`src/rtl/timer_pkg.sv`:
```
// Shared types and constants for the multi-channel timer.
// Channel state encoding and event-flag bit positions.
package timer_pkg;

  typedef enum logic [1:0] {
    IDLE = 2'd0,
    RUN  = 2'd1,
    HALT = 2'd2
  } chan_state_t;

  localparam int NFLG      = 3;
  localparam int FLG_OVER  = 0;
  localparam int FLG_UNDER = 1;
  localparam int FLG_CMP   = 2;

endpackage

```
`src/rtl/timer_chan.sv`:
```
// One timer channel: run FSM, up/down counter with reload,
// compare match, sticky W1C flags and wrap pulses.
module timer_chan
  import timer_pkg::*;
#(
  parameter int WIDTH = 8
) (
  input  logic             clk,
  input  logic             rst,
  input  logic             tick,
  input  logic             en,
  input  logic             updown,
  input  logic             oneshot,
  input  logic             init_cnt,
  input  logic [WIDTH-1:0] load_val,
  input  logic [WIDTH-1:0] cmp_val,
  input  logic [NFLG-1:0]  flag_clr,
  output logic [WIDTH-1:0] cnt,
  output logic [NFLG-1:0]  flags,
  output logic             over_pls,
  output logic             under_pls,
  output logic             running
);

  localparam logic [WIDTH-1:0] MAX = '1;
  localparam logic [WIDTH-1:0] ONE = WIDTH'(1);

  chan_state_t      state;
  logic [WIDTH-1:0] reload;
  logic             step;
  logic             wrap_up;
  logic             wrap_dn;
  logic             wrap;
  logic [WIDTH-1:0] nxt_cnt;
  logic [NFLG-1:0]  set_bits;

  // next count value and events for a step in this cycle
  always_comb begin
    step     = 1'b0;
    wrap_up  = 1'b0;
    wrap_dn  = 1'b0;
    wrap     = 1'b0;
    nxt_cnt  = cnt;
    set_bits = '0;
    step     = (state == RUN) && en && tick && !init_cnt;
    wrap_up  = updown && (cnt == MAX);
    wrap_dn  = !updown && (cnt == '0);
    wrap     = wrap_up || wrap_dn;
    if (wrap) begin
      nxt_cnt = reload;
    end else if (updown) begin
      nxt_cnt = cnt + ONE;
    end else begin
      nxt_cnt = cnt - ONE;
    end
    if (step) begin
      set_bits[FLG_OVER]  = wrap_up;
      set_bits[FLG_UNDER] = wrap_dn;
      set_bits[FLG_CMP]   = (nxt_cnt == cmp_val);
    end
  end

  // run-state machine; init overrides, one-shot parks in HALT
  always_ff @(posedge clk or posedge rst) begin
    if (rst) begin
      state <= IDLE;
    end else if (init_cnt) begin
      state <= en ? RUN : IDLE;
    end else begin
      unique case (state)
        IDLE: if (en) state <= RUN;
        RUN: begin
          if (!en) begin
            state <= IDLE;
          end else if (step && wrap && oneshot) begin
            state <= HALT;
          end
        end
        HALT: if (!en) state <= IDLE;
        default: state <= IDLE;
      endcase
    end
  end

  // counter and reload register
  always_ff @(posedge clk or posedge rst) begin
    if (rst) begin
      cnt    <= '0;
      reload <= '0;
    end else if (init_cnt) begin
      cnt    <= load_val;
      reload <= load_val;
    end else if (step) begin
      cnt    <= nxt_cnt;
    end
  end

  // sticky flags: a set in the same cycle beats a clear
  always_ff @(posedge clk or posedge rst) begin
    if (rst) begin
      flags <= '0;
    end else if (init_cnt) begin
      flags <= '0;
    end else begin
      flags <= (flags & ~flag_clr) | set_bits;
    end
  end

  // single-cycle wrap pulses
  always_ff @(posedge clk or posedge rst) begin
    if (rst) begin
      over_pls  <= 1'b0;
      under_pls <= 1'b0;
    end else if (init_cnt) begin
      over_pls  <= 1'b0;
      under_pls <= 1'b0;
    end else begin
      over_pls  <= set_bits[FLG_OVER];
      under_pls <= set_bits[FLG_UNDER];
    end
  end

  assign running = (state == RUN);

endmodule

```
`src/rtl/timer_nch.sv`:
```
// NCH up/down timers sharing one prescaler tick,
// with a masked interrupt reduced over all channel flags.
module timer_nch
  import timer_pkg::*;
#(
  parameter int WIDTH = 8,
  parameter int NCH   = 4,
  parameter int PRE_W = 8
) (
  input  logic                 clk,
  input  logic                 rst,
  input  logic [PRE_W-1:0]     presc_div,
  input  logic [NCH-1:0]       en,
  input  logic [NCH-1:0]       updown,
  input  logic [NCH-1:0]       oneshot,
  input  logic [NCH-1:0]       init_cnt,
  input  logic [NCH*WIDTH-1:0] load_val,
  input  logic [NCH*WIDTH-1:0] cmp_val,
  input  logic [NCH*NFLG-1:0]  flag_clr,
  input  logic [NCH*NFLG-1:0]  irq_mask,
  output logic [NCH*WIDTH-1:0] cnt,
  output logic [NCH*NFLG-1:0]  flags,
  output logic [NCH-1:0]       over_pls,
  output logic [NCH-1:0]       under_pls,
  output logic [NCH-1:0]       running,
  output logic                 irq
);

  logic [PRE_W-1:0] pre_cnt;
  logic             tick;

  // >= lets a lowered divider take effect without waiting for a roll
  assign tick = (pre_cnt >= presc_div);

  // shared prescaler counter
  always_ff @(posedge clk or posedge rst) begin
    if (rst) begin
      pre_cnt <= '0;
    end else if (tick) begin
      pre_cnt <= '0;
    end else begin
      pre_cnt <= pre_cnt + PRE_W'(1);
    end
  end

  for (genvar g = 0; g < NCH; g++) begin : g_chan
    timer_chan #(
      .WIDTH(WIDTH)
    ) u_chan (
      .clk      (clk),
      .rst      (rst),
      .tick     (tick),
      .en       (en[g]),
      .updown   (updown[g]),
      .oneshot  (oneshot[g]),
      .init_cnt (init_cnt[g]),
      .load_val (load_val[g*WIDTH +: WIDTH]),
      .cmp_val  (cmp_val[g*WIDTH +: WIDTH]),
      .flag_clr (flag_clr[g*NFLG +: NFLG]),
      .cnt      (cnt[g*WIDTH +: WIDTH]),
      .flags    (flags[g*NFLG +: NFLG]),
      .over_pls (over_pls[g]),
      .under_pls(under_pls[g]),
      .running  (running[g])
    );
  end

  assign irq = |(flags & irq_mask);

endmodule

```
`config.mk`:
```
export PLATFORM = sky130hd
export DESIGN_NAME = timer_nch
export DESIGN_NICKNAME = d
export VERILOG_FILES = /design/src/rtl/timer_pkg.sv /design/src/rtl/timer_chan.sv /design/src/rtl/timer_nch.sv
export SDC_FILE = /design/constraint.sdc
export NUM_CORES = 1
export LEC_CHECK = 0
export ABC_CLOCK_PERIOD_IN_PS = 3400
export BUFFER_PORTS_ARGS = -buffer_cell sky130_fd_sc_hd__buf_4
export CORE_ASPECT_RATIO = 1.4
export CORE_MARGIN = 5
export CORE_UTILIZATION = 44
export CTS_BUF_LIST = sky130_fd_sc_hd__clkbuf_2 sky130_fd_sc_hd__clkbuf_4 sky130_fd_sc_hd__clkbuf_8
export CTS_CLUSTER_DIAMETER = 40
export CTS_CLUSTER_SIZE = 12
export DETAILED_ROUTE_END_ITERATION = 6
export PLACE_DENSITY = 0.64
export SYNTH_ARGS = -nofsm -noshare
export SYNTH_HDL_FRONTEND = slang
export SYNTH_HIERARCHICAL = 1
export SYNTH_SLANG_ARGS = --single-unit
```
`constraint.sdc`:
```
create_clock -name clk -period 3.4 [get_ports clk]
set_input_delay 0.68 -clock clk [delete_from_list [all_inputs] [get_ports clk]]
set_output_delay 0.68 -clock clk [all_outputs]
set_load 0.1 [all_outputs]
```
# Word-level counts from Yosys, hierarchy flattened
# Index checks and enable logic that the tools add are counted.
# totals
latch_bits	0
regBits	100
word_cells	194
n_memories	0
in_bits	114
output_inout_bits	57
romBits	0
mem_bits_rw	0
# op_classes
n_reduce_logical	57
n_div	0
shift	0
n_eq_ne	28
n_bitwise	13
mux	61
add_sub_neg	9
n_lt_le_gt_ge	1
n_mul	0
# op_table
operator	count
2-to-1 mux 8 bit	17
adder 8 x 1 -> 8 bit (second input constant)	5
2-to-1 mux 2 bit	20
equality test 8 bit	4
equality test 8 bit (second input constant)	4
logical NOT 8 bit	4
subtractor 8 x 1 -> 8 bit (second input constant)	4
logical AND 1 bit	28
2-to-1 mux 3 bit	8
!= test 3 bit (second input constant)	8
one-hot mux 2 bit (3 select lines)	4
!= test 4 bit (second input constant)	4
bitwise AND 12 bit	1
bitwise AND 3 bit	4
2-to-1 mux 1 bit	12
NOT 3 bit	4
bitwise OR 3 bit	4
AND reduction 3 bit	4
OR reduction 12 bit	1
equality test 2 x 1 -> 1 bit (second input constant)	4
equality test 2 bit (second input constant)	4
greater-or-equal comparator 8 bit	1
logical NOT 1 bit	8
logical NOT 2 bit	4
2 further kinds	8

# Longest topological paths before layout
# depth
ltp_word	10
ltp_mapped	13
ltp_nobuf	12

# By module
# Netlist, hierarchy kept.
# by_module_without_submodules
mod	area_each_um2	seq_area_each_um2	n_inst	cells_each
timer_chan at g_chan[0].u_chan ...	1567.8	575.6	2	175
timer_chan at g_chan[2].u_chan	1700.4	575.6	1	203
timer_chan at g_chan[3].u_chan	1582.8	575.6	1	190
timer_nch	616.8	200.2	1	62

# Least setup slack after synthesis
# No wires, ideal clock.
# synth_path
path_kind	register to register
from	register g_chan[2].u_chan.cnt[0]
to	register g_chan[2].u_chan.flags[2]
n_path_buf	1
slack_ns	0.125
t_required_ns	3.296
setup_time_ns	0.104
synth_period_minus_slack_ns	3.275
arrival_ns	3.171
path_stages_with_launch	11
path_cell_list	dfrtp_1 -> clkbuf_1 -> inv_1 -> fa_1 -> nand2b_1 -> a21oi_1 -> nor4_1 -> o21ai_0 -> nand3_1 -> o31a_1 -> o41ai_2
# synth_between
elab_chain_len	8
word_cells_on_any_way	13
cone_classes	add/sub: 2; eq/ne: 2; mux: 4; bitwise: 1; reduce/logical: 4
# synth_rtl
item	line	text
from (decl)	timer_chan.sv:18	output logic [WIDTH-1:0] cnt,
from (signal assigned)	timer_chan.sv:91	cnt <= load_val;
from (signal assigned)	timer_chan.sv:94	cnt <= nxt_cnt;
parallel branches: the longest is 3 deep, another holds subtractor 8 x 1 -> 8 bit	-	
2-to-1 mux 8 bit (*)	timer_chan.sv:49	if (wrap) begin
equality test 8 bit (*)	timer_chan.sv:59	set_bits[FLG_CMP] = (nxt_cnt == cmp_val);
2-to-1 mux 3 bit (*)	timer_chan.sv:56	if (step) begin
bitwise OR 3 bit (*)	timer_chan.sv:105	flags <= (flags & ~flag_clr) | set_bits;
2-to-1 mux 3 bit (*)	timer_chan.sv:102	end else if (init_cnt) begin
to (signal assigned)	timer_chan.sv:105	
to (decl)	timer_chan.sv:19	output logic [NFLG-1:0] flags,
# Mark *: on every way between the ends.
# A chain may end at the register's enable or synchronous reset.

# Worst setup path in the final report
# layout_path
from	register pre_cnt[6]
to	register g_chan[1].u_chan.flags[2]
# layout_between
elab_chain_len	6
# layout_rtl
item	line	text
from (decl)	timer_nch.sv:29	logic [PRE_W-1:0] pre_cnt;
from (signal assigned)	timer_nch.sv:42	pre_cnt <= pre_cnt + PRE_W'(1);
greater-or-equal comparator 8 bit	timer_nch.sv:33	assign tick = (pre_cnt >= presc_div);
via tick	timer_nch.sv:30	logic tick;
logical AND 1 bit (2 in series)	timer_chan.sv:45	step = (state == RUN) && en && tick && !init_cnt;
2-to-1 mux 3 bit	timer_chan.sv:56	
bitwise OR 3 bit	timer_chan.sv:105	
2-to-1 mux 3 bit	timer_chan.sv:102	
to (signal assigned)	timer_chan.sv:105	
to (decl)	timer_chan.sv:19	
# The timed path passes the listed nets, and every way through them passes these cells.

==> out/summary.txt <==
Root buf cell - clkbuf_8
Via density - 5.48
Antenna diodes - 0
Maximum vdd drop - 0.000252 V
CP arrival - 3120 ps
Setup TNS Final - 0 ps
Synth Cell Area - 7040 um2
Worst-Skew Late Latency - 390 ps
TritonCTS clock tree - built
CTS resizes - 0
Status - complete, no violations
Total clock sinks - 100
Synth Net Count - 956
Die height - 160 um
Number of distinct library cells after synthesis - 71
CTS Buf Count - 9
Post-CTS Setup Repair Bufs - 0
Sequential area share after synthesis - 35.6%
Largest net degree at the start of global routing - 33
Drt initial violations - 204
Mean Syn Cell Area - 8.74 um2
Vias in the first global route - 6,535
Routability Congestion - 0.883
Die W - 117 um
Crit share post-route - 82.1%
CTS Hold Bufs - 0
Req. time, crit path - 3730 ps
Post-synth EDFFs - 0
Area Overhead vs Synth - 23.5%
Crit path kind - flip-flop to flip-flop
Max Slew Vio Count - 0
Clock buffer depth - 2
# fillers - 1,532
Type of destination of the critical path - flip-flop
Worst slew margin - 35.9%
I/O pin count - 171
All-Layer GR Usage - 21.6%
Grt ovf - 0
Slew @ Worst Pin - 961 ps
Mapped Cells - 805
Via count - 6,415
Pwr Density - 448 nW/um2
Fin crit period - 2790 ps
Num rows - 54
Wire length per cell - 17.1 um
Clock-pin transition on the worst setup and hold timing paths - 110 ps
CP Max Fanout - 5
Nets@finish - 1,120
Layer with the highest usage - met2
M2 GR Usage - 37.6%
Worst min path class - input port to async pin
Main synth FF type - dfrtp_1
H-Tree Depth - 3
First-pass GRT wire length - 32.2 mm
Share of layout cells above drive strength 1 - 24.3%
Final ANT Viol Nets - 0
Async set-or-reset flop fraction in the synthesized netlist - 100%
Met1 usage - 26.1%
M3 GR Usage - 3.63%
#FFs+latches synth - 100
Core Util, Final - 55.4%
Max Cap Viol - 0
Post-DP HPWL - 15.7 mm
Setup violations, final - 0
DRT Wirelength - 20.0 mm
Initial antenna violation count - 0
Max Clk Rate - 358 MHz
# port buffers - 170
Synth Warn # - 6
Clk_skew - 11.9 ps
Hold Fails Final Rpt - 0
First-pass DRT Iterations - 4
Unrepaired setup endpoints after global routing - false
DIE AREA - 18,700 um2
LEAKAGE - 4.19 nW
DRC Markers - 0
Core Box Area - 15,700 um2
Starting Density - 44.9%
CP startpoint kind - flip-flop
[path summary, 6_finish.rpt]
path | startpoint | cells after the start | slack, ps | endpoint
worst max-delay path | pre_cnt[6] | 11 | 610 | g_chan[1].u_chan/flags[2]
worst min-delay path | rst | 2 | 260 | pre_cnt[6]
worst max register to register | pre_cnt[6] | 11 | 610 | g_chan[1].u_chan/flags[2]
worst min register to register | pre_cnt[0] | 1 | 520 | pre_cnt[0]
max in group asynchronous | rst | 2 | 2270 | g_chan[2].u_chan/over_pls
min in group clk | load_val[3] | 2 | 500 | g_chan[0].u_chan/cnt[3]
[layout by cell type, fill, tap and decap left out, drive strengths merged, types with 13 or more instances in the layout]
cell,n
a21oi,46
nand2,66
a21o,13
nor3,17
buf,178
nor2,76
a211oi,14
nand3,20
and3,17
dfrtp,100
inv,61
xnor2,30
ha,33
xor2,40
o21ai,89
[critical path: stages, from the launching register on]
cell and delay (ps):
dfrtp_1 440, ha_1 310, and3_1 200, o211ai_1 110, o21ai_2 280, and4b_1 270
nand2b_1 100, a31oi_1 160, o221ai_1 130, or3b_1 430, nor4_2 140, a31o_1 170
[cells by family (layout without fill, tap and decap cells)]
| family | after synthesis | count (layout) | synth area share (%) |
|---|---|---|---|
| simple gates | 262 | 262 | 19.4 |
| compound gates | 236 | 236 | 21.5 |
| flops | 100 | 100 | 35.6 |
| buf+inv | 83 | 252 | 4.68 |
| xor+xnor | 72 | 72 | 9.39 |
| fa+ha+maj | 37 | 37 | 7.01 |
| mux | 15 | 15 | 2.40 |
[per-stage QoR]
| step | hold slack, ps | setup slack [ps] | std cells | instance area (um2) | total power, W |
|---|---|---|---|---|---|
| after floorplan | 446 | 125 | 805 | 7040 | 0.00270 |
| after global placement | 490 | 335 | 1154 | 8510 | 0.00316 |
| after detailed placement | 496 | 260 | 1154 | 8510 | 0.00317 |
| after CTS | 237 | 566 | 1170 | 8690 | 0.00394 |
| after global routing | 266 | 410 | 1170 | 8690 | 0.00415 |
| final | 262 | 610 | 1170 | 8690 | 0.00389 |
[cell type report]
type,instances,area (um2),share of cell area (%)
Multi-Input combinational cell,622,4200,48.4
Sequential cell,100,2500,28.8
Timing Repair Buffer,178,1340,15.4
Tap cell,196,245,2.82
Inverter,58,218,2.51
Clock buffer,9,124,1.43
Clock inverter,7,60.1,0.691
[where the power goes]
part / total (W) / switching [W] / internal, W
clock: 0.000754 / 0.000476 / 0.000278
sequential: 0.00146 / 0.000150 / 0.00131
combinational: 0.00168 / 0.00103 / 0.000648
[cells in the mapped netlist, drive strengths merged, types with 5 or more instances]
cell / number / area, um2
o31ai: 8 / 60.1
o211ai: 8 / 60.1
or3: 6 / 47.5
xor2: 40 / 350
mux2: 5 / 56.3
nor4: 8 / 62.6
clkbuf: 19 / 71.3
o21ai: 89 / 449
nand3: 20 / 100
a31oi: 12 / 75.1
o21a: 10 / 76.3
nor2b: 10 / 62.6
ha: 33 / 413
or4: 6 / 67.6
nor2: 76 / 290
nor3b: 6 / 45.0
nand2b: 9 / 63.8
a211oi: 14 / 105
and3: 17 / 123
buf: 6 / 40.0
nand4: 6 / 37.5
a221oi: 5 / 50.0
nor3: 17 / 96.4
a21oi: 46 / 241
mux2i: 10 / 113
a2111oi: 5 / 68.8
dfrtp: 100 / 2500
xnor2: 30 / 263
a21o: 13 / 98.9
inv: 58 / 218
nand2: 66 / 248
[flip-flops by register name (all words and copies together), names as in the netlist]
name / cells
g_chan.u_chan/cnt: 32
g_chan.u_chan/over_pls: 4
pre_cnt: 8
g_chan.u_chan/state: 8
g_chan.u_chan/flags: 12
g_chan.u_chan/under_pls: 4
g_chan.u_chan/reload: 32
[layer usage]
layer,part of all wire (%),up-vias
met1,41,3014
li1,-,3201
met2,51,164
met4,2.6,0
met5,0,-
met3,5.5,36
No activity file was read; power rests on OpenSTA's default activity.
